File: src/rtl/clock_pkg.sv
// ============================================================================
// clock_pkg : mode encodings and 7-segment font shared with the clock core
// Revision  : 1.0
// ============================================================================
`default_nettype none

package clock_pkg;

  typedef enum logic [2:0] {
    MODE_TIME       = 3'd0,
    MODE_EDIT_HOUR  = 3'd1,
    MODE_EDIT_MIN   = 3'd2,
    MODE_EDIT_MONTH = 3'd3,
    MODE_EDIT_DAY   = 3'd4
  } mode_t;

  localparam logic [6:0] SEG_0     = 7'h3F;
  localparam logic [6:0] SEG_1     = 7'h06;
  localparam logic [6:0] SEG_2     = 7'h5B;
  localparam logic [6:0] SEG_3     = 7'h4F;
  localparam logic [6:0] SEG_4     = 7'h66;
  localparam logic [6:0] SEG_5     = 7'h6D;
  localparam logic [6:0] SEG_6     = 7'h7D;
  localparam logic [6:0] SEG_7     = 7'h07;
  localparam logic [6:0] SEG_8     = 7'h7F;
  localparam logic [6:0] SEG_9     = 7'h6F;
  localparam logic [6:0] SEG_DASH  = 7'h40;
  localparam logic [6:0] SEG_BLANK = 7'h00;

  function automatic logic [6:0] seg_font(input logic [3:0] d);
    case (d)
      4'd0:    return SEG_0;
      4'd1:    return SEG_1;
      4'd2:    return SEG_2;
      4'd3:    return SEG_3;
      4'd4:    return SEG_4;
      4'd5:    return SEG_5;
      4'd6:    return SEG_6;
      4'd7:    return SEG_7;
      4'd8:    return SEG_8;
      4'd9:    return SEG_9;
      default: return SEG_BLANK;
    endcase
  endfunction

endpackage

`default_nettype wire

File: src/rtl/bin2bcd_2digit.sv
// ============================================================================
// bin2bcd_2digit : 6-bit binary to two BCD digits with range check
// Revision       : 1.0
// ============================================================================
`default_nettype none

module bin2bcd_2digit (
  input  logic [5:0] value,
  input  logic [5:0] lo,
  input  logic [5:0] hi,
  output logic [3:0] tens,
  output logic [3:0] units,
  output logic       dash
);

  // Largest multiple of ten not exceeding the value; remainder always fits 4 bits.
  always_comb begin
    tens  = 4'd0;
    units = value[3:0];
    for (int t = 1; t <= 6; t++) begin
      if (value >= 6'(10 * t)) begin
        tens  = 4'(t);
        units = 4'(value - 6'(10 * t));
      end
    end
  end

  assign dash = (value < lo) || (value > hi);

endmodule

`default_nettype wire

File: src/rtl/seg_scan_ctrl.sv
// ============================================================================
// seg_scan_ctrl : 4-digit multiplexed 7-segment scanner with edit-field blink
// Revision      : 1.0
// ============================================================================
`default_nettype none

module seg_scan_ctrl
  import clock_pkg::*;
#(
  parameter int SCAN_DIV     = 8,
  parameter int BLANK_CYCLES = 16,
  parameter int BLINK_W      = 14,
  parameter int HOLD_CYCLES  = 16384
) (
  input  logic       clock,
  input  logic       reset,
  input  logic [2:0] mode,
  input  logic       run,
  input  logic       edit_pulse,
  input  logic [4:0] hour,
  input  logic [5:0] minute,
  input  logic [5:0] second,
  input  logic [3:0] month,
  input  logic [4:0] day,
  output logic [6:0] seg,
  output logic       dp,
  output logic [3:0] dig_en
);

  localparam int                  HOLD_W    = $clog2(HOLD_CYCLES + 1);
  localparam logic [HOLD_W-1:0]   HOLD_INIT = HOLD_W'(HOLD_CYCLES);
  localparam logic [SCAN_DIV-1:0] BLANK_LIM = SCAN_DIV'(BLANK_CYCLES);

  logic [SCAN_DIV-1:0] slot_cnt, slot_nxt;
  logic [1:0]          idx, idx_nxt;
  logic [BLINK_W-1:0]  blink_cnt;
  logic [HOLD_W-1:0]   hold_cnt;
  logic [2:0]          mode_q;
  logic [4:0]          snap_hour;
  logic [5:0]          snap_minute;
  logic [5:0]          snap_second;
  logic [3:0]          snap_month;
  logic [4:0]          snap_day;

  logic       slot_wrap, frame_wrap, slot_start;
  logic       is_date, edit_left, edit_right, blink_off;
  logic [5:0] left_val, right_val, left_lo, left_hi, right_lo, right_hi;
  logic [3:0] l_tens, l_units, r_tens, r_units;
  logic       l_dash, r_dash;
  logic [6:0] seg_d;
  logic       dp_d;
  logic       unused_sec;

  assign slot_wrap  = &slot_cnt;
  assign frame_wrap = slot_wrap && (idx == 2'd3);
  assign slot_start = (slot_cnt == '0);
  assign slot_nxt   = slot_cnt + SCAN_DIV'(1);
  assign idx_nxt    = slot_wrap ? idx + 2'd1 : idx;
  assign unused_sec = ^snap_second[5:1];

  always_ff @(posedge clock or negedge reset) begin
    if (!reset) begin
      slot_cnt  <= '0;
      idx       <= 2'd0;
      blink_cnt <= '0;
    end else begin
      slot_cnt  <= slot_nxt;
      idx       <= idx_nxt;
      blink_cnt <= blink_cnt + BLINK_W'(1);
    end
  end

  // A pulse always reloads, even on the cycle the mode changes.
  always_ff @(posedge clock or negedge reset) begin
    if (!reset) begin
      hold_cnt <= '0;
      mode_q   <= 3'd0;
    end else begin
      mode_q <= mode;
      if (edit_pulse)
        hold_cnt <= HOLD_INIT;
      else if (mode != mode_q)
        hold_cnt <= '0;
      else if (hold_cnt != '0)
        hold_cnt <= hold_cnt - HOLD_W'(1);
    end
  end

  always_ff @(posedge clock or negedge reset) begin
    if (!reset) begin
      snap_hour   <= '0;
      snap_minute <= '0;
      snap_second <= '0;
      snap_month  <= '0;
      snap_day    <= '0;
    end else if (frame_wrap) begin
      snap_hour   <= hour;
      snap_minute <= minute;
      snap_second <= second;
      snap_month  <= month;
      snap_day    <= day;
    end
  end

  assign is_date   = (mode == MODE_EDIT_MONTH) || (mode == MODE_EDIT_DAY);
  assign left_val  = is_date ? {2'b00, snap_month} : {1'b0, snap_hour};
  assign left_lo   = is_date ? 6'd1 : 6'd0;
  assign left_hi   = is_date ? 6'd12 : 6'd23;
  assign right_val = is_date ? {1'b0, snap_day} : snap_minute;
  assign right_lo  = is_date ? 6'd1 : 6'd0;
  assign right_hi  = is_date ? 6'd31 : 6'd59;

  bin2bcd_2digit u_left (
    .value (left_val),
    .lo    (left_lo),
    .hi    (left_hi),
    .tens  (l_tens),
    .units (l_units),
    .dash  (l_dash)
  );

  bin2bcd_2digit u_right (
    .value (right_val),
    .lo    (right_lo),
    .hi    (right_hi),
    .tens  (r_tens),
    .units (r_units),
    .dash  (r_dash)
  );

  assign edit_left  = (mode == MODE_EDIT_HOUR) || (mode == MODE_EDIT_MONTH);
  assign edit_right = (mode == MODE_EDIT_MIN) || (mode == MODE_EDIT_DAY);
  assign blink_off  = blink_cnt[BLINK_W-1] && (hold_cnt == '0);

  always_comb begin
    seg_d = SEG_BLANK;
    dp_d  = 1'b0;
    if (mode <= MODE_EDIT_DAY) begin
      case (idx)
        2'd3:    seg_d = l_dash ? SEG_DASH : seg_font(l_tens);
        2'd2:    seg_d = l_dash ? SEG_DASH : seg_font(l_units);
        2'd1:    seg_d = r_dash ? SEG_DASH : seg_font(r_tens);
        default: seg_d = r_dash ? SEG_DASH : seg_font(r_units);
      endcase
      if (blink_off && ((edit_left && idx[1]) || (edit_right && !idx[1])))
        seg_d = SEG_BLANK;
      if (idx == 2'd2)
        dp_d = (mode == MODE_TIME) ? (snap_second[0] & run) : 1'b1;
    end
  end

  // seg/dp latch only on the first cycle of a slot, well inside the blank window.
  always_ff @(posedge clock or negedge reset) begin
    if (!reset) begin
      seg    <= SEG_BLANK;
      dp     <= 1'b0;
      dig_en <= 4'b0000;
    end else begin
      dig_en <= (slot_nxt < BLANK_LIM) ? 4'b0000 : (4'b0001 << idx_nxt);
      if (slot_start) begin
        seg <= seg_d;
        dp  <= dp_d;
      end
    end
  end

endmodule

`default_nettype wire

File: config.mk
export PLATFORM = sky130hd
export DESIGN_NAME = seg_scan_ctrl
export DESIGN_NICKNAME = d
export VERILOG_FILES = /design/src/rtl/clock_pkg.sv /design/src/rtl/bin2bcd_2digit.sv /design/src/rtl/seg_scan_ctrl.sv
export SDC_FILE = /design/constraint.sdc
export NUM_CORES = 1
export LEC_CHECK = 0
export CORE_MARGIN = 2
export CORE_UTILIZATION = 45
export DETAILED_ROUTE_END_ITERATION = 8
export SETUP_SLACK_MARGIN = 0.1
export SKIP_LAST_GASP = 1
export SLEW_MARGIN = 40
export SYNTH_ARGS = -nofsm -noshare
export SYNTH_HDL_FRONTEND = slang
export SYNTH_SLANG_ARGS = --single-unit
File: constraint.sdc
create_clock -name clock -period 6.19 [get_ports clock]
set_input_delay 1.238 -clock clock [delete_from_list [all_inputs] [get_ports clock]]
set_output_delay 1.238 -clock clock [all_outputs]
set_load 0.01 [all_outputs]
### Word-level counts from Yosys, hierarchy flattened

Memory sizes are Yosys's and may differ from the RTL's.
Index checks and enable logic that the tools add are counted.

| storage, ports and cells | value |
|---|---|
| register bits after elaboration | 75 |
| latch bits | 0 |
| memory bits (read-only) | 448 |
| input port bits | 33 |
| word-level logic and storage cells | 123 |
| memories kept | 4 |
| output and inout port bits | 12 |
| memory bits (writable) | 0 |

Memory list:

| memory | words | bits a word | read ports | clocked after memory_dff | write ports | RTL line | text |
|---|---|---|---|---|---|---|---|
| (no name shown) | 16 | 7 | 1 | 0 | 0 | clock_pkg.sv:31 | `case (d)` |
| (no name shown) | 16 | 7 | 1 | 0 | 0 | clock_pkg.sv:31 |  |
| (no name shown) | 16 | 7 | 1 | 0 | 0 | clock_pkg.sv:31 |  |
| (no name shown) | 16 | 7 | 1 | 0 | 0 | clock_pkg.sv:31 |  |

| cells by class | value |
|---|---|
| $lt $le $gt $ge | 18 |
| multipliers | 0 |
| shifts and indexed selects | 1 |
| bitwise operators | 1 |
| add/sub/neg operators | 16 |
| equal/unequal tests | 8 |
| divide/modulo/power cells | 0 |
| reductions and logical operators | 18 |
| mux-type cells | 44 |

Operators by type and width:

| cell | count |
|---|---|
| two-way mux 4 bit | 13 |
| two-way mux 15 bit | 3 |
| two-way mux 7 bit | 6 |
| subtractor 4 bit (second input constant) | 8 |
| case mux 7 bit (3 select lines) | 1 |
| >= comparator 5 x 6 -> 1 bit (second input constant) | 3 |
| >= comparator 6 bit (second input constant) | 3 |
| two-way mux 3 bit | 6 |
| logical NOT 15 bit | 1 |
| nonzero test 15 bit | 1 |
| subtractor 15 x 1 -> 15 bit (second input constant) | 1 |
| adder 14 x 1 -> 14 bit (second input constant) | 1 |
| >= comparator 6 x 5 -> 1 bit (second input constant) | 2 |
| two-way mux 6 bit | 2 |
| >= comparator 5 bit (second input constant) | 2 |
| two-way mux 2 bit | 5 |
| two-way mux 5 bit | 2 |
| adder 8 x 1 -> 8 bit (second input constant) | 1 |
| logical NOT 8 bit | 1 |
| less-than comparator 8 x 5 -> 1 bit (second input constant) | 1 |
| AND reduction 8 bit | 1 |
| subtractor 4 x 2 -> 4 bit (second input constant) | 2 |
| subtractor 4 x 3 -> 4 bit (second input constant) | 2 |
| equality test 3 x 2 -> 1 bit (second input constant) | 2 |
| other kinds (21) | 36 |

### Longest topological paths before layout

Gate-level depths: netlist (run 1).
An unclocked memory read counts as a cell.

| depth | value |
|---|---|
| word-level depth | 15 |
| depth in mapped cells | 18 |
| depth with buffers taken out | 16 |

### Modules after synthesis

A second synthesis (run 1) with hierarchy kept.

| second synthesis, totals | value |
|---|---|
| cell total of the unflattened synthesis | 627 |
| area total of the unflattened synthesis | 5987.0 µm² |

Modules (own cells, without submodules):

| module | area each (µm²) | instances | cells each | sequential area each (µm²) |
|---|---|---|---|---|
| seg_scan_ctrl | 4470.5 | 1 | 419 | 1876.8 |
| bin2bcd_2digit | 758.2 | 2 | 104 | 0.0 |

### Worst setup path after synthesis (run 1)

Ideal clock, no wire load.

| path | value |
|---|---|
| path kind | input port to flip-flop |
| start point | input port mode[2] |
| end point | register seg[1] |
| arrival time | 4.005 ns |
| slack | 2.054 ns |
| buffers on the path | 3 |
| setup time | 0.131 ns |
| data required time | 6.059 ns |
| stages on the path | 16 |
| path through | buf_4 a21o_1 buf_6 and3_1 nor2_1 ha_1 o2111ai_1 and2_1 buf_2 or3_1 nand2_1 ha_1 o21ai_0 a21oi_1 nor4_1 o21ai_0 |

| on the way | value |
|---|---|
| longest elaborated chain between the ends | 15 |
| elaborated cells on any way between the ends | 82 |
| those cells by class | add/sub (12); order compare (17); eq/ne (4); mux (36); reduce/logical (9); memory (4) |

RTL lines:

| item | RTL line | text |
|---|---|---|
| start, declared | seg_scan_ctrl.sv:17 | `input logic [2:0] mode,` |
| equality test 3 x 2 -> 1 bit or equality test 3 bit (tied branches) | seg_scan_ctrl.sv:105, seg_scan_ctrl.sv:131, seg_scan_ctrl.sv:132 |  |
| logical OR 1 bit | seg_scan_ctrl.sv:105 | `assign is_date = (mode == MODE_EDIT_MONTH) \|\| (mode == MODE_EDIT_DAY);` |
| two-way mux 6 bit or two-way mux 5 bit (tied branches) | seg_scan_ctrl.sv:109, seg_scan_ctrl.sv:106 |  |
| >= comparator 6 x 4 -> 1 bit (tied with other cells) | bin2bcd_2digit.sv:21 | `if (value >= 6'(10 * t)) begin` |
| two-way mux 4 bit or two-way mux 1 bit (tied branches) | bin2bcd_2digit.sv:21 |  |
| two-way mux 4 bit or two-way mux 2 bit (tied branches) (2 in series) | bin2bcd_2digit.sv:21 |  |
| two-way mux 4 bit or two-way mux 3 bit (tied branches) (3 in series) | bin2bcd_2digit.sv:21 |  |
| memory (16 x 7 bit) | - |  |
| two-way mux 7 bit, on equally long branches | - |  |
| case mux 7 bit (3 select lines) | seg_scan_ctrl.sv:139 | `case (idx)` |
| two-way mux 7 bit | seg_scan_ctrl.sv:145 | `if (blink_off && ((edit_left && idx[1]) \|\| (edit_right && !idx[1])))` |
| two-way mux 7 bit * | seg_scan_ctrl.sv:138 | `if (mode <= MODE_EDIT_DAY) begin` |
| end signal, assigned | seg_scan_ctrl.sv:161 | `seg <= seg_d;` |
| end, declared | seg_scan_ctrl.sv:25 | `output logic [6:0] seg,` |

Mark *: on every way between the ends. The rest lies on a longest branch, timed or not.
A chain may end at the register's enable or synchronous reset.

### Worst setup path in the final report (run 1)

| path | value |
|---|---|
| start point | input port mode[0] |
| end point | register seg[0] |

Same word-level chain as after synthesis.

==> results of run 1 <==
[cell usage after synthesis (4+ instances only)]
cell,number
xor2_1,13
o31ai_1,8
mux2_2,22
nor2_1,43
or3_1,7
and2_1,4
mux2i_1,5
a21o_1,7
buf_4,6
xnor2_1,24
buf_6,4
nand2b_1,10
a31oi_1,4
nand3_1,18
o211ai_1,5
o21ai_0,15
nand4_1,6
clkbuf_1,5
nor3_1,22
a21oi_1,27
ha_1,28
inv_1,30
a21oi_2,4
a211oi_1,6
nand2_1,40
dfrtp_1,75
[layout make-up]
| type | count | area [um2] |
|---|---|---|
| Clock buffer | 11 | 151 |
| Clock inverter | 5 | 42.5 |
| Fill cell | 1017 | 5200 |
| Inverter | 31 | 116 |
| Multi-Input combinational cell | 394 | 2820 |
| Sequential cell | 75 | 1880 |
| Tap cell | 140 | 175 |
| Timing Repair Buffer | 42 | 412 |
[state kept, by name, indices dropped and copies added, names as in the netlist]
| register | cells |
|---|---|
| hold_cnt | 15 |
| blink_cnt | 14 |
| slot_cnt | 8 |
| seg | 7 |
| snap_minute | 6 |
| snap_day | 5 |
| snap_hour | 5 |
| dig_en | 4 |
| snap_month | 4 |
| mode_q | 3 |
| idx | 2 |
| dp | 1 |
| snap_second | 1 |
[power by group through the flow]
stage | clock (mW) | sequential [mW] | combinational, mW
finish | 0.373 | 0.528 | 0.359
global route | 0.410 | 0.531 | 0.404
CTS | 0.389 | 0.528 | 0.360
detailed placement | 0 | 0.538 | 0.358
global placement | 0 | 0.537 | 0.353
floorplan | 0 | 0.537 | 0.265
[through the flow]
stage / hold slack [ns] / power [mW] / cells
global placement: 0.448 / 0.889 / 681
floorplan: 0.434 / 0.802 / 518
detailed placement: 0.454 / 0.896 / 681
CTS: 0.470 / 1.28 / 697
finish: 0.465 / 1.26 / 698
global route: 0.495 / 1.35 / 698
[worst paths after layout]
kind / depth (start not counted) / slack [ns] / to / from
max in group asynchronous: 1 / 4.83 / hold_cnt[9] / reset
min in group asynchronous: 1 / 0.88 / snap_hour[3] / reset
max reg2reg: 13 / 2.95 / seg[5] / snap_minute[4]
max: 15 / 1.15 / seg[0] / mode[0]
min reg2reg: 1 / 0.46 / blink_cnt[10] / blink_cnt[10]
min: 1 / 0.46 / blink_cnt[10] / blink_cnt[10]
[routing by layer]
| layer | vias to the layer above | routed length, um |
|---|---|---|
| met4 | 0 | 198 |
| met5 | - | 0 |
| met2 | 85 | 5330 |
| met3 | 13 | 418 |
| li1 | 1931 | - |
| met1 | 1888 | 5100 |
[kinds of logic (layout without fill, tap and decap cells)]
group                      Yosys count  after routing  synth area share (%)
and+or+nand+nor                    184            184                  19.3
AOI/OAI and AO/OA                  118            118                  18.1
DFF                                 75             75                  38.0
buffers and inverters               49             89                  4.87
xor gates and xnor gates            37             37                  6.57
adders and majority gates           28             28                  7.10
muxes                               27             27                  6.03
[worst reg2reg max path, stage by stage (launching register included)]
cell      delay, ns
dfrtp_1        0.67
nand2b_1       0.18
o31ai_1        0.08
a221oi_1       0.30
buf_4          0.23
nor2_1         0.08
a21boi_0       0.18
o21ai_0        0.09
o21ai_1        0.26
inv_1          0.10
ha_1           0.18
nor2b_1        0.14
or4_1          0.55
o311ai_1       0.11
==> summary.txt, run 1 <==
outcome: finished clean
Peak VDD IR: 165 uV
post-route ant nets: 0
number of synthesized flops with an enable pin: 0
post-route cell area: 5600 um2
synthesis-stage register bit count: 75
sequential fraction of the synthesis area: 38.0%
Sw Pwr: 0.422 mW
crit path cell chain: clkdlybuf4s50_1, o21ai_2, a21boi_1, nor2_1, ha_1, o2111ai_1, and2_1, or3_1, nand2_1, inv_1, ha_1, nand4b_1, o211ai_1, nor3_1, o31ai_1
DRT Pass-1 Iters: 4
Gate Count Post-Synth: 518
final wirelength: 11.0 mm
pin count of the biggest net entering global routing: 76
post-synth top area cell: dfrtp_1
period utilization: 81.5%
Critical Path Sink Type: flip-flop
most frequent cell on the critical path: ha_1
DR WL/cell: 15.8 um
cts repair resizes: 0
Final Hold Viols: 0
final setup fails: 0
cts bufs inserted: 9
Vias/cell: 5.61
CP max stage delay: 0.73 ns
residual DRC count: 0
Worst setup SP type: input port
max cap viols: 0
Clock Power Share: 29.6%
gr usage total: 20.3%
post-route worst setup slack: 1.15 ns
row cnt: 38
clk sinks: 75
Synth area leaders: dfrtp_1, ha_1, mux2_2
Core Util, Final: 51.8%
Mapped Area: 4940 um2
# IOs: 45
top-area cell type share of the netlist area: 38.0%
Final nets: 614
commonest non-fill, non-tap cell in the layout: dfrtp_1
Iter 0 DRT Violations: 185
Hold WC Path Type: reg -> reg
share of power burned in combinational logic: 28.5%
clock-pin slew on the worst setup and hold paths: 0.08 ns
ys async rst share: 100%
Net Count, Synth: 579
Core Region: 10800 um2
Slew HR: 54.0%
Tmin final: 5.04 ns
busiest layer in global routing: met2
GR Util met1: 27.5%
Initial Util: 45.7%
P per Cell Area: 225 nW/um2
first-pass GRT wire length: 18.7 mm
clk_lat worst skew: 0.37 ns
GR Overflow Total: 0
RSZ-0062 raised after global routing: false
Buffers on Ports: 39
Root Buffer: clkbuf_8
H-tree depth: 3
Crit Path Class: in -> reg
Final Wtd Congestion: 0.880
Mapped Avg Cell Area: 9.53 um2
P&R area growth vs syn: 13.4%
share of cells above drive strength 1: 12.9%
Max Buffers Root-to-Sink: 2
Vias: 3917
sw frac: 33.5%
Netlist cell types: 75
most frequent cells in the layout: dfrtp_1, nor2_1, nand2_1
Post-CTS Hold Fix Bufs: 0
sequential cell fraction of total power: 41.9%
Worst-Margin Slew: 0.691 ns
CP max FO: 15
Area after DPL: 5400 um2
initial antenna violation count: 0
vias in the first global route: 3796
CTS tree: built
Fmax: 0.198 GHz
met3 global-route usage: 3.83%
WP buf/inv: 2
Ys Warns: 0
Die H: 109 um
worst path required time: 6.46 ns
pins over their slew limit: 0
Setup TNS Final: 0 ns
Crit path max-delay family: simple AND/OR/NAND/NOR gates
Ant. Diodes: 0
Synth Flop Type: dfrtp_1
DP Wirelength: 8.16 mm
Die ar.: 11800 um2
Worst path slowest cell: clkdlybuf4s50_1
GR Util met2: 32.6%
Internal: 0.838 mW
Clock Skews: 0.0103 ns
die width: 109 um
Place WS: 0.808 ns
setup bufs post-CTS: 0
Leak Pwr: 2.48 nW
arrival time worst endpoint: 5.32 ns
(Power assumes the default switching activity.)
==> run 2: changes to the inputs <==
==> constraint.sdc (replaced) <==
create_clock -name clock -period 4.9 [get_ports clock]
set_input_delay 0.98 -clock clock [delete_from_list [all_inputs] [get_ports clock]]
set_output_delay 0.98 -clock clock [all_outputs]
set_load 0.01 [all_outputs]
==> summary.txt, run 2 (synthesized netlist as in run 1, its figures left out) <==
outcome: finished clean
cts repair resizes: 0
Peak VDD IR: 184 uV
share of cells above drive strength 1: 14.0%
Setup TNS Final: 0 ns
Leak Pwr: 2.53 nW
post-route ant nets: 0
die width: 109 um
final wirelength: 11.3 mm
Iter 0 DRT Violations: 204
DR WL/cell: 16.0 um
CTS tree: built
final setup fails: 0
commonest non-fill, non-tap cell in the layout: dfrtp_1
pins over their slew limit: 0
crit path from: mode[0]
Fillers: 973
cts bufs inserted: 9
Worst setup SP type: input port
Crit Path Class: in -> reg
H-tree depth: 3
Die H: 109 um
clk sinks: 75
Crit path max-delay family: simple AND/OR/NAND/NOR gates
Final nets: 621
Max Buffers Root-to-Sink: 2
CP max FO: 12
Ant. Diodes: 0
Initial Util: 45.7%
max cap viols: 0
GR Overflow Total: 0
Post-CTS Hold Fix Bufs: 0
period utilization: 90.1%
Critical Path Sink Type: flip-flop
share of power burned in combinational logic: 27.2%
Final Hold Viols: 0
DRT Pass-1 Iters: 5
hold_sp: blink_cnt[10]
RSZ-0062 raised after global routing: false
sw frac: 32.7%
gr usage total: 19.9%
setup bufs post-CTS: 0
P per Cell Area: 299 nW/um2
worst hold slack: 0.462 ns
Slew HR: 51.5%
Fmax: 0.226 GHz
Core Region: 10800 um2
row cnt: 38
initial antenna violation count: 0
Hold WC Path Type: reg -> reg
Die ar.: 11800 um2
crit path cell chain: clkdlybuf4s50_1, buf_4, o21a_2, or3_1, and2_1, ha_1, o2111ai_1, and2_1, or3_1, nand2_1, ha_1, o21ai_0, a21oi_1, nor4_1, o21ai_0
Reg-to-Reg Start: snap_minute[4]
arrival time worst endpoint: 4.66 ns
Worst-Margin Slew: 0.728 ns
Worst path slowest cell: clkdlybuf4s50_1
# IOs: 45
max reg flops: 15
WP buf/inv: 2
first-pass GRT wire length: 18.4 mm
Largest Register: hold_cnt
most frequent cells in the layout: dfrtp_1, nor2_1, nand2_1
Buffers on Ports: 39
Final Wtd Congestion: 0.948
Vias/cell: 5.57
pin count of the biggest net entering global routing: 76
vias in the first global route: 3776
Internal: 1.14 mW
register area: 1880 um2
Sw Pwr: 0.555 mW
P&R area growth vs syn: 15.2%
Clock Power Share: 33.5%
worst path required time: 5.14 ns
CP max stage delay: 0.50 ns
Tmin final: 4.42 ns
clock-pin slew on the worst setup and hold paths: 0.09 ns
clk_lat worst skew: 0.36 ns
residual DRC count: 0
Vias: 3927
Top Registers: hold_cnt x15, blink_cnt x14, slot_cnt x8
Clock Skews: 0.0122 ns
Root Buffer: clkbuf_8
footprint of the multi-input gates: 2820 um2
DP Wirelength: 8.37 mm
sequential cell fraction of total power: 39.3%
[run 2: per-layer routing]
metal / global-route usage (%) / share of wire (%)
met2: 35.1 / 50
met4: 5.04 / 1.5
met1: 25.1 / 45
met3: 3.65 / 3.4
met5: 0 / 0
[run 2: area by class of cell]
class | instances | share of cell area, %
clock buffers | 9 | 2.18
clock inverters | 7 | 1.83
inverters | 31 | 2.05
multi-input cells | 394 | 49.6
flip-flops and latches | 75 | 33.0
well taps | 140 | 3.08
repair buffers | 49 | 8.21
[run 2: final timing paths]
check	end	slack, ns	cells past startpoint
hold / removal	blink_cnt[10]	0.46	1
setup / recovery	seg[1]	0.48	15
min in group asynchronous	seg[5]	0.62	1
setup reg to reg	seg[5]	1.45	12
hold reg to reg	blink_cnt[10]	0.46	1
max in group asynchronous	idx[0]	3.79	1
[run 2: power by group through the flow]
stage | sequential [mW] | clock (mW) | combinational [mW]
finish | 0.667 | 0.569 | 0.462
global placement | 0.678 | 0 | 0.451
global route | 0.670 | 0.611 | 0.517
CTS | 0.666 | 0.582 | 0.464
floorplan | 0.678 | 0 | 0.335
detailed placement | 0.679 | 0 | 0.461
[run 2: through the flow]
step | worst slack [ns] | cells | util (%) | power (mW) | cell area, um2
global placement | 0.189 | 689 | 50.5 | 1.13 | 5450
finish | 0.484 | 705 | 52.7 | 1.70 | 5680
floorplan | 1.02 | 518 | - | 1.01 | 4940
CTS | 0.489 | 705 | 52.7 | 1.71 | 5680
global route | 0.200 | 705 | 52.7 | 1.80 | 5680
detailed placement | 0.134 | 689 | 50.6 | 1.14 | 5460
